[src/rtl/rt_pkg.sv]
// Shared defaults, derived widths and per-cycle operation decode for the router output buffer.
package rt_pkg;

  localparam int unsigned RT_WIDTH   = 8;
  localparam int unsigned RT_DEPTH   = 8;
  localparam int unsigned RT_CNT_W   = 16;
  localparam int unsigned RT_PTR_W   = $clog2(RT_DEPTH);
  localparam int unsigned RT_COUNT_W = RT_PTR_W + 1;

  // What the buffer does with the current cycle's inputs.
  typedef struct packed {
    logic push;
    logic pop;
    logic drop;
  } rt_op_t;

  // A pop frees a slot in the same cycle, so a full buffer still takes a word
  // when the consumer reads. A flush overrides everything.
  function automatic rt_op_t rt_decode(logic in_valid, logic out_ready, logic empty,
                                       logic full, logic clr);
    rt_op_t op;
    op.pop  = ~clr & ~empty & out_ready;
    op.push = ~clr & in_valid & (~full | op.pop);
    op.drop = ~clr & in_valid & full & ~op.pop;
    return op;
  endfunction

endpackage

[src/rtl/rt_out_buffer_if.sv]
// Producer/consumer stream bundle for the router output buffer.
interface rt_out_buffer_if
  import rt_pkg::*;
#(
  parameter int unsigned WIDTH = RT_WIDTH
);

  logic [WIDTH-1:0] rt_in_data;
  logic             rt_in_valid;
  logic [WIDTH-1:0] out_data;
  logic             out_valid;
  logic             out_ready;
  logic             full_n;

  // Buffer side.
  modport slave (
    input  rt_in_data,
    input  rt_in_valid,
    input  out_ready,
    output out_data,
    output out_valid,
    output full_n
  );

  // Environment side: interpreter producing words and consumer draining them.
  modport master (
    output rt_in_data,
    output rt_in_valid,
    output out_ready,
    input  out_data,
    input  out_valid,
    input  full_n
  );

endinterface

[src/rtl/rt_sat_counter.sv]
// Saturating event counter with synchronous clear and asynchronous reset.
module rt_sat_counter #(
  parameter int unsigned CNT_W = 16
) (
  input  logic             clk,
  input  logic             reset,
  input  logic             clr,
  input  logic             inc,
  output logic [CNT_W-1:0] cnt
);

  logic [CNT_W-1:0] cnt_q, cnt_d;

  // Next count: clear wins, otherwise increment until all ones and hold there.
  always_comb begin
    cnt_d = cnt_q;
    if (clr) begin
      cnt_d = '0;
    end else if (inc && (cnt_q != '1)) begin
      cnt_d = cnt_q + 1'b1;
    end
  end

  // Count register.
  always_ff @(posedge clk or posedge reset) begin
    if (reset) begin
      cnt_q <= '0;
    end else begin
      cnt_q <= cnt_d;
    end
  end

  assign cnt = cnt_q;

endmodule

[src/rtl/rt_out_buffer.sv]
// First-word-fall-through output buffer behind the router interpreter. The source
// cannot stall, so words arriving while full (and not draining) are dropped and counted.
module rt_out_buffer
  import rt_pkg::*;
#(
  parameter int unsigned WIDTH = RT_WIDTH,
  parameter int unsigned DEPTH = RT_DEPTH,
  parameter int unsigned CNT_W = RT_CNT_W
) (
  input  logic                   clk,
  input  logic                   reset,
  input  logic                   clr,
  rt_out_buffer_if.slave         bus,
  output logic [$clog2(DEPTH):0] count,
  output logic                   overflow,
  output logic [CNT_W-1:0]       drop_cnt
);

  localparam int unsigned PTR_W   = $clog2(DEPTH);
  localparam int unsigned COUNT_W = PTR_W + 1;
  localparam logic [COUNT_W-1:0] FullCount = COUNT_W'(DEPTH);

  logic [PTR_W-1:0]   rd_ptr_q, rd_ptr_d;
  logic [PTR_W-1:0]   wr_ptr_q, wr_ptr_d;
  logic [COUNT_W-1:0] count_q, count_d;
  logic               overflow_q, overflow_d;
  logic [WIDTH-1:0]   mem_q [DEPTH];

  logic   empty;
  logic   full;
  rt_op_t op;

  assign empty = (count_q == '0);
  assign full  = (count_q == FullCount);
  assign op    = rt_decode(bus.rt_in_valid, bus.out_ready, empty, full, clr);

  // Pointer, occupancy and sticky-flag next state; pointers wrap naturally at DEPTH.
  always_comb begin
    rd_ptr_d   = rd_ptr_q;
    wr_ptr_d   = wr_ptr_q;
    count_d    = count_q;
    overflow_d = overflow_q | op.drop;
    if (clr) begin
      rd_ptr_d   = '0;
      wr_ptr_d   = '0;
      count_d    = '0;
      overflow_d = 1'b0;
    end else begin
      if (op.pop) begin
        rd_ptr_d = rd_ptr_q + 1'b1;
      end
      if (op.push) begin
        wr_ptr_d = wr_ptr_q + 1'b1;
      end
      unique case ({op.push, op.pop})
        2'b10:   count_d = count_q + 1'b1;
        2'b01:   count_d = count_q - 1'b1;
        default: count_d = count_q;
      endcase
    end
  end

  // Control state registers.
  always_ff @(posedge clk or posedge reset) begin
    if (reset) begin
      rd_ptr_q   <= '0;
      wr_ptr_q   <= '0;
      count_q    <= '0;
      overflow_q <= 1'b0;
    end else begin
      rd_ptr_q   <= rd_ptr_d;
      wr_ptr_q   <= wr_ptr_d;
      count_q    <= count_d;
      overflow_q <= overflow_d;
    end
  end

  // Storage write; contents are left alone by reset since the pointers define validity.
  always_ff @(posedge clk) begin
    if (op.push) begin
      mem_q[wr_ptr_q] <= bus.rt_in_data;
    end
  end

  rt_sat_counter #(
    .CNT_W (CNT_W)
  ) u_drop_cnt (
    .clk   (clk),
    .reset (reset),
    .clr   (clr),
    .inc   (op.drop),
    .cnt   (drop_cnt)
  );

  assign bus.out_data  = mem_q[rd_ptr_q];
  assign bus.out_valid = ~empty;
  assign bus.full_n    = ~full;
  assign count         = count_q;
  assign overflow      = overflow_q;

endmodule
[src/flat_wrapper.sv]
// flat-port wrapper written by rule: the top's interface ports become plain ports
module rt_out_buffer_flat import rt_pkg::*;
#(
  parameter int unsigned WIDTH = RT_WIDTH,
  parameter int unsigned DEPTH = RT_DEPTH,
  parameter int unsigned CNT_W = RT_CNT_W
)
  (clk, reset, clr, count, overflow, drop_cnt, bus_rt_in_data, bus_rt_in_valid, bus_out_ready, bus_out_data, bus_out_valid, bus_full_n);
  rt_out_buffer_if #(.WIDTH(WIDTH)) bus_i ();
  input  logic clk;
  input  logic reset;
  input  logic clr;
  output logic [$clog2(DEPTH):0] count;
  output logic overflow;
  output logic [CNT_W-1:0] drop_cnt;
  input wire logic [$bits(bus_i.rt_in_data)-1:0] bus_rt_in_data;
  input wire logic [$bits(bus_i.rt_in_valid)-1:0] bus_rt_in_valid;
  input wire logic [$bits(bus_i.out_ready)-1:0] bus_out_ready;
  output wire logic [$bits(bus_i.out_data)-1:0] bus_out_data;
  output wire logic [$bits(bus_i.out_valid)-1:0] bus_out_valid;
  output wire logic [$bits(bus_i.full_n)-1:0] bus_full_n;
  assign bus_i.rt_in_data = bus_rt_in_data;
  assign bus_i.rt_in_valid = bus_rt_in_valid;
  assign bus_i.out_ready = bus_out_ready;
  assign bus_out_data = bus_i.out_data;
  assign bus_out_valid = bus_i.out_valid;
  assign bus_full_n = bus_i.full_n;
  rt_out_buffer #(.WIDTH(WIDTH), .DEPTH(DEPTH), .CNT_W(CNT_W)) u_core (.clk(clk), .reset(reset), .clr(clr), .bus(bus_i), .count(count), .overflow(overflow), .drop_cnt(drop_cnt));
endmodule
[config.mk]
export PLATFORM = sky130hd
export DESIGN_NAME = rt_out_buffer_flat
export DESIGN_NICKNAME = d
export VERILOG_FILES = /design/src/rtl/rt_pkg.sv /design/src/rtl/rt_out_buffer_if.sv /design/src/rtl/rt_sat_counter.sv /design/src/rtl/rt_out_buffer.sv /design/src/flat_wrapper.sv
export SDC_FILE = /design/constraint.sdc
export NUM_CORES = 1
export LEC_CHECK = 0
export BUFFER_PORTS_ARGS = -buffer_cell sky130_fd_sc_hd__buf_2
export CORE_UTILIZATION = 60
export DETAILED_ROUTE_END_ITERATION = 10
export PLACE_DENSITY = 0.81
export SYNTH_ARGS = -nofsm -noshare
export SYNTH_HDL_FRONTEND = slang
export SYNTH_SLANG_ARGS = --single-unit
[constraint.sdc]
create_clock -name clk -period 7.2 [get_ports clk]
set_input_delay 1.08 -clock clk [delete_from_list [all_inputs] [get_ports clk]]
set_output_delay 1.08 -clock clk [all_outputs]
set_load 0.02 [all_outputs]
# Word-level counts from Yosys, hierarchy flattened
# Memories as Yosys holds them, arrays and structs flattened.
# Cells that the tools add are included.
[word_totals] register_bits=27 mem_bits_rw=64 inputBits=13 output_inout_bits=31 wordCells=44 memories=1
[memory_table] memory="u_core.mem_q" words=8 word_bits=8 read_ports=1 rd_clocked_by_memory_dff=0 write_ports=1 line_no="rt_out_buffer.sv:27" rtl="logic [WIDTH-1:0] mem_q [DEPTH];"
[classes] add_sub_neg=5 eq_ne=4 n_mux=11 n_bitwise=12 n_reduce_logical=6
[op_table] cell="16-bit 2-to-1 mux" n=2
[op_table] cell="16-bit by 1-bit adder with 16-bit output (second input constant)" n=1
[op_table] cell="16-bit != test (second input constant)" n=1
[op_table] cell="3-bit 2-to-1 mux" n=4
[op_table] cell="4-bit one-hot mux with 2 select lines" n=1
[op_table] cell="3-bit by 1-bit adder with 3-bit output (second input constant)" n=2
[op_table] cell="1-bit AND" n=6
[op_table] cell="2-bit nonzero test" n=3
[op_table] cell="4-bit by 1-bit adder with 4-bit output (second input constant)" n=1
[op_table] cell="4-bit == test (second input constant)" n=1
[op_table] cell="4-bit logical NOT" n=1
[op_table] cell="4-bit 2-to-1 mux" n=1
[op_table] cell="1-bit inverter" n=4
[op_table] cell="4-bit by 1-bit subtractor with 4-bit output (second input constant)" n=1
[op_table] cell="1-bit 2-to-1 mux" n=3
[op_table] cell="3-bit nonzero test" n=1
[op_table] cell="2-bit by 1-bit == test with 1-bit output (second input constant)" n=1
[op_table] cell="2-bit == test (second input constant)" n=1
[op_table] cell="1-bit OR" n=2
[op_table] cell="1-bit logical AND" n=1

# Longest topological paths before layout
[logic_depth] ltp_word=9 depth_mapped=9 depth_no_buf=7

# By module
# Synthesis repeated with hierarchy kept, for this count alone.
[unflattened] hier_cells=276 area_unflattened_um2=4083.9
[by_module_without_submodules] mod="rt_out_buffer" n_inst=1 cells_per_inst=175 area_each_um2=3151.8 seq_area_each_um2=2197.1
[by_module_without_submodules] mod="rt_sat_counter" n_inst=1 cells_per_inst=101 area_each_um2=932.1 seq_area_each_um2=400.4

# Worst setup path after synthesis
# Ideal clock, no wire load.
[synth_path] path_type="register to output" start="register u_core.rd_ptr_q[0]" end="output bus_out_data[0]" arrival_time_ns=1.724 required_ns=6.120 slack_ns=4.396 stages_incl_launch_ff=5 path_buffers=2 path_cell_list="dfrtp_1 -> buf_2 -> buf_2 -> mux4_2 -> mux2_2"
[synth_via] elab_chain_len=1
[synth_lines] item="start, declared" line_no="rt_out_buffer.sv:23" rtl="logic [PTR_W-1:0] rd_ptr_q, rd_ptr_d;"
[synth_lines] item="start signal, assigned" line_no="rt_out_buffer.sv:71" rtl="rd_ptr_q <= rd_ptr_d;"
[synth_lines] item="memory read 8 x 8 bit"
[synth_lines] item="end, declared" line_no="flat_wrapper.sv:19" rtl="output wire logic [$bits(bus_i.out_data)-1:0] bus_out_data;"
# Every way passes these cells.

# Worst setup path after layout
[layout_path] start="register u_core.rd_ptr_q[0]" end="output bus_out_data[1]"
# The elaborated chain is that of the path after synthesis.

==> summary.md <==
| Metric | Value |
|---|---|
| Largest net degree at the start of global routing | `36` |
| Area Growth Syn to Fin | `10.41%` |
| Clock-pin slew on the worst setup and hold paths | `0.10 ns` |
| Tightest hold margin | `0.5372 ns` |
| Synthesized area divided by synthesized cell count | `14.87 µm²` |
| Worst path arrival time | `2.44 ns` |
| Via count | `2502` |
| Buffers inserted during post-CTS setup optimization | `0` |
| GRT Total Usage | `22.15%` |
| Post-route fraction of the period consumed by the critical path | `48.87%` |
| Post-route setup TNS | `0 ns` |
| Path category of the worst min-delay check | `reg2reg` |
| CTS tree | `done` |
| Layout cell share with drive strength beyond 1 | `29.75%` |
| Number of antenna violations at the first check in global routing | `0` |
| Total I/O pin count | `44` |
| DRT antenna net count | `0` |
| Final GP Congestion | `0.8321` |
| Number of cells in the finished layout apart from fillers | `403` |
| Via count of the first global-routing pass | `2426` |
| Full die area | `7226 µm²` |
| Worst Setup End Kind | `output pin` |
| Non-Filler Cell Area, Final | `4564 µm²` |
| Synthesized instance count | `278` |
| Post-route worst setup slack | `3.681 ns` |
| Maximum VDD drop | `0.0001335 V` |
| Wire length of the first global-routing pass | `11.95 mm` |
| Final HPWL from detailed placement | `4.938 mm` |
| Maximum clock frequency | `284.2 MHz` |
| Final standard cell utilization of the core | `70.28%` |
| Site row count | `29` |
| Largest fanout on the critical path | `18` |
| Final #Nets | `339` |
| Max Cap Violations | `0` |
| Fill cells | `424` |
| Total iterations of the first detailed-routing run | `4` |
| Final Total Pwr | `1.204 mW` |
| Worst slew margin | `30.68%` |
| RSZ-0062 raised after global routing | `false` |
| Detailed-route vias per instance | `6.208` |
| Die Width | `85.01 µm` |
| Initial core utilization | `63.65%` |
| Buffers on Ports | `43` |
| Clock latency at the later pin of the worst-skew pair | `0.36 ns` |
| Clock H-tree levels | `3` |
| Buffer depth of the longest clock path | `2` |
| Number of hold violations in the final report | `0` |
| Share of the synthesized area in the top cell type | `46.49%` |
| Hold bufs inserted after CTS | `0` |
| Overflow left after global routing | `0` |
| Number of synthesized register bits | `91` |
| Ranking of synthesized cells by area | `sky130_fd_sc_hd__edfxtp_1, sky130_fd_sc_hd__dfrtp_1, sky130_fd_sc_hd__mux4_2` |
| Final-report setup violation count | `0` |
| Sink Count | `91` |
| Transition at the pin with the smallest max-transition slack | `1.040 ns` |
| Number of buffers created by CTS | `9` |
| Setup crit start kind | `flop` |
| Worst setup slack before clock tree synthesis | `3.993 ns` |
| Maximum clock skew at final layout | `0.01839 ns` |
| Leakage component of the power | `1.668 nW` |
| Crit Path Category | `reg2out` |
| Required time of the critical path | `6.12 ns` |
| Status | `complete, no violations` |
| Core area | `6495 µm²` |
| Number of placed cells counting well taps | `387` |
| Total wire length | `7.413 mm` |
| Power Dens Cells | `263.8 nW/µm²` |
| Per-cell routed wire length | `18.39 µm` |
| CTS root buffer | `sky130_fd_sc_hd__clkbuf_8` |
| Drt initial violations | `181` |
| Antenna diode count | `0` |
| DR DRC count | `0` |
| Post-cts gate resize count | `0` |
| Cell taking the most area after synthesis | `sky130_fd_sc_hd__edfxtp_1` |
| Synthesis warning total | `0` |
| Count of different cell masters after synthesis | `50` |
| Sequential-to-total area share from yosys stat | `62.83%` |
| Fin crit period | `3.519 ns` |
| Slew Viols, Final | `0` |
| Post-Synthesis Net Count | `296` |
| Die H | `85.01 µm` |
| Total placed instance area | `4357 µm²` |
| Synthesized area | `4134 µm²` |
[flip-flops by register name, indices dropped and copies added (netlist names)]
name	cells
u_core.overflow	1
u_core.wr_ptr_q	3
u_core.rd_ptr_q	3
u_core.count	4
u_core.mem_q	64
u_core.u_drop_cnt.cnt	16
[cells by family after synthesis]
group	after synthesis	share of synthesized area [%]
adder cells (fa/ha/maj)	5	1.513
AO/OA/AOI/OAI	40	6.023
flip-flops	91	62.83
AND/OR/NAND/NOR	86	12.68
XOR/XNOR	7	1.483
multiplexers	29	12.23
buffers and inverters	20	3.238
[power breakdown]
| part | switching, mW | internal [mW] |
|---|---|---|
| combinational | 0.108 | 0.117 |
| clock | 0.185 | 0.166 |
| sequential | 0.0508 | 0.577 |
[layout by cell type, fill, tap and decap left out, types with 3 or more instances in the layout]
cell,count
sky130_fd_sc_hd__nand4_1,5
sky130_fd_sc_hd__clkinvlp_4,3
sky130_fd_sc_hd__buf_2,43
sky130_fd_sc_hd__nor2_1,18
sky130_fd_sc_hd__nand2b_1,3
sky130_fd_sc_hd__or4_1,10
sky130_fd_sc_hd__nand2_1,9
sky130_fd_sc_hd__inv_1,6
sky130_fd_sc_hd__mux4_2,16
sky130_fd_sc_hd__clkbuf_8,9
sky130_fd_sc_hd__nor4_1,4
sky130_fd_sc_hd__ha_1,5
sky130_fd_sc_hd__a21oi_1,16
sky130_fd_sc_hd__edfxtp_1,64
sky130_fd_sc_hd__nand3_1,9
sky130_fd_sc_hd__buf_4,3
sky130_fd_sc_hd__or3_1,3
sky130_fd_sc_hd__nor3_1,5
sky130_fd_sc_hd__mux2_2,11
sky130_fd_sc_hd__o21ai_0,7
sky130_fd_sc_hd__xor2_1,5
sky130_fd_sc_hd__dfrtp_1,27
sky130_fd_sc_hd__nor2b_1,4
sky130_fd_sc_hd__o31ai_1,8
[Yosys cell counts, drive strengths merged]
library cell and number:
nand4 6, or3b 1, nor2b 4, mux2 12, a211oi 1, nand3 9
a31oi 1, buf 6, and4 1, dfrtp 27, and4b 1, o21ai 9
and2 2, o41ai 2, nor2 18, nand2 10, nand2b 3, mux4 16
edfxtp 64, nor4 4, o311ai 1, nand3b 2, mux2i 1, and3 2
and3b 1, o211ai 1, nor3 5, ha 5, o31ai 8, xnor2 2
inv 6, or4 10, nor4b 2, or3 3, nor3b 2, a21oi 16
xor2 5, clkbuf 8, o311a 1
[worst max-delay path: stages (launching register included)]
cell and delay [ns]:
sky130_fd_sc_hd__dfrtp_1 1.04, sky130_fd_sc_hd__mux4_2 0.60, sky130_fd_sc_hd__mux2_2 0.28, sky130_fd_sc_hd__buf_2 0.16
[per-layer routing]
metal / wire length (µm) / track usage [%] / vias up / share of wire [%]
met5: 0 / 0 / - / 0
met4: 123 / 11.56 / 0 / 1.7
met3: 389 / 3.307 / 11 / 5.2
met2: 3655 / 34.97 / 65 / 49
met1: 3245 / 30.32 / 1250 / 44
li1: - / - / 1176 / -
[layout make-up]
class                      instances  area, µm²  area share [%]
inverter                           6      22.52          0.4934
sequential                        91       2597           56.91
timing repair buffer              46      237.7           5.208
tap                               77      96.34           2.111
clock inverter                     7      83.83           1.837
clock buffer                       9      123.9           2.714
multi-input combinational        167       1403           30.73
[final timing paths]
path                                                 from                                    end  slack, ns  cells after the start
setup / recovery           u_core.rd_ptr_q[0]$_DFFE_PP0P_                        bus_out_data[1]       3.68                      3
hold / removal                  u_core.overflow$_DFF_PP0_              u_core.overflow$_DFF_PP0_       0.54                      2
setup reg to reg              u_core.count[1]$_DFFE_PP0P_            u_core.count[3]$_DFFE_PP0P_       4.58                      7
hold reg to reg                 u_core.overflow$_DFF_PP0_              u_core.overflow$_DFF_PP0_       0.54                      2
max in group asynchronous                           reset  u_core.u_drop_cnt.cnt[14]$_DFFE_PP0P_       5.62                      2
min in group asynchronous                           reset            u_core.count[0]$_DFFE_PP0P_       0.94                      2
(Power assumes the default switching activity.)
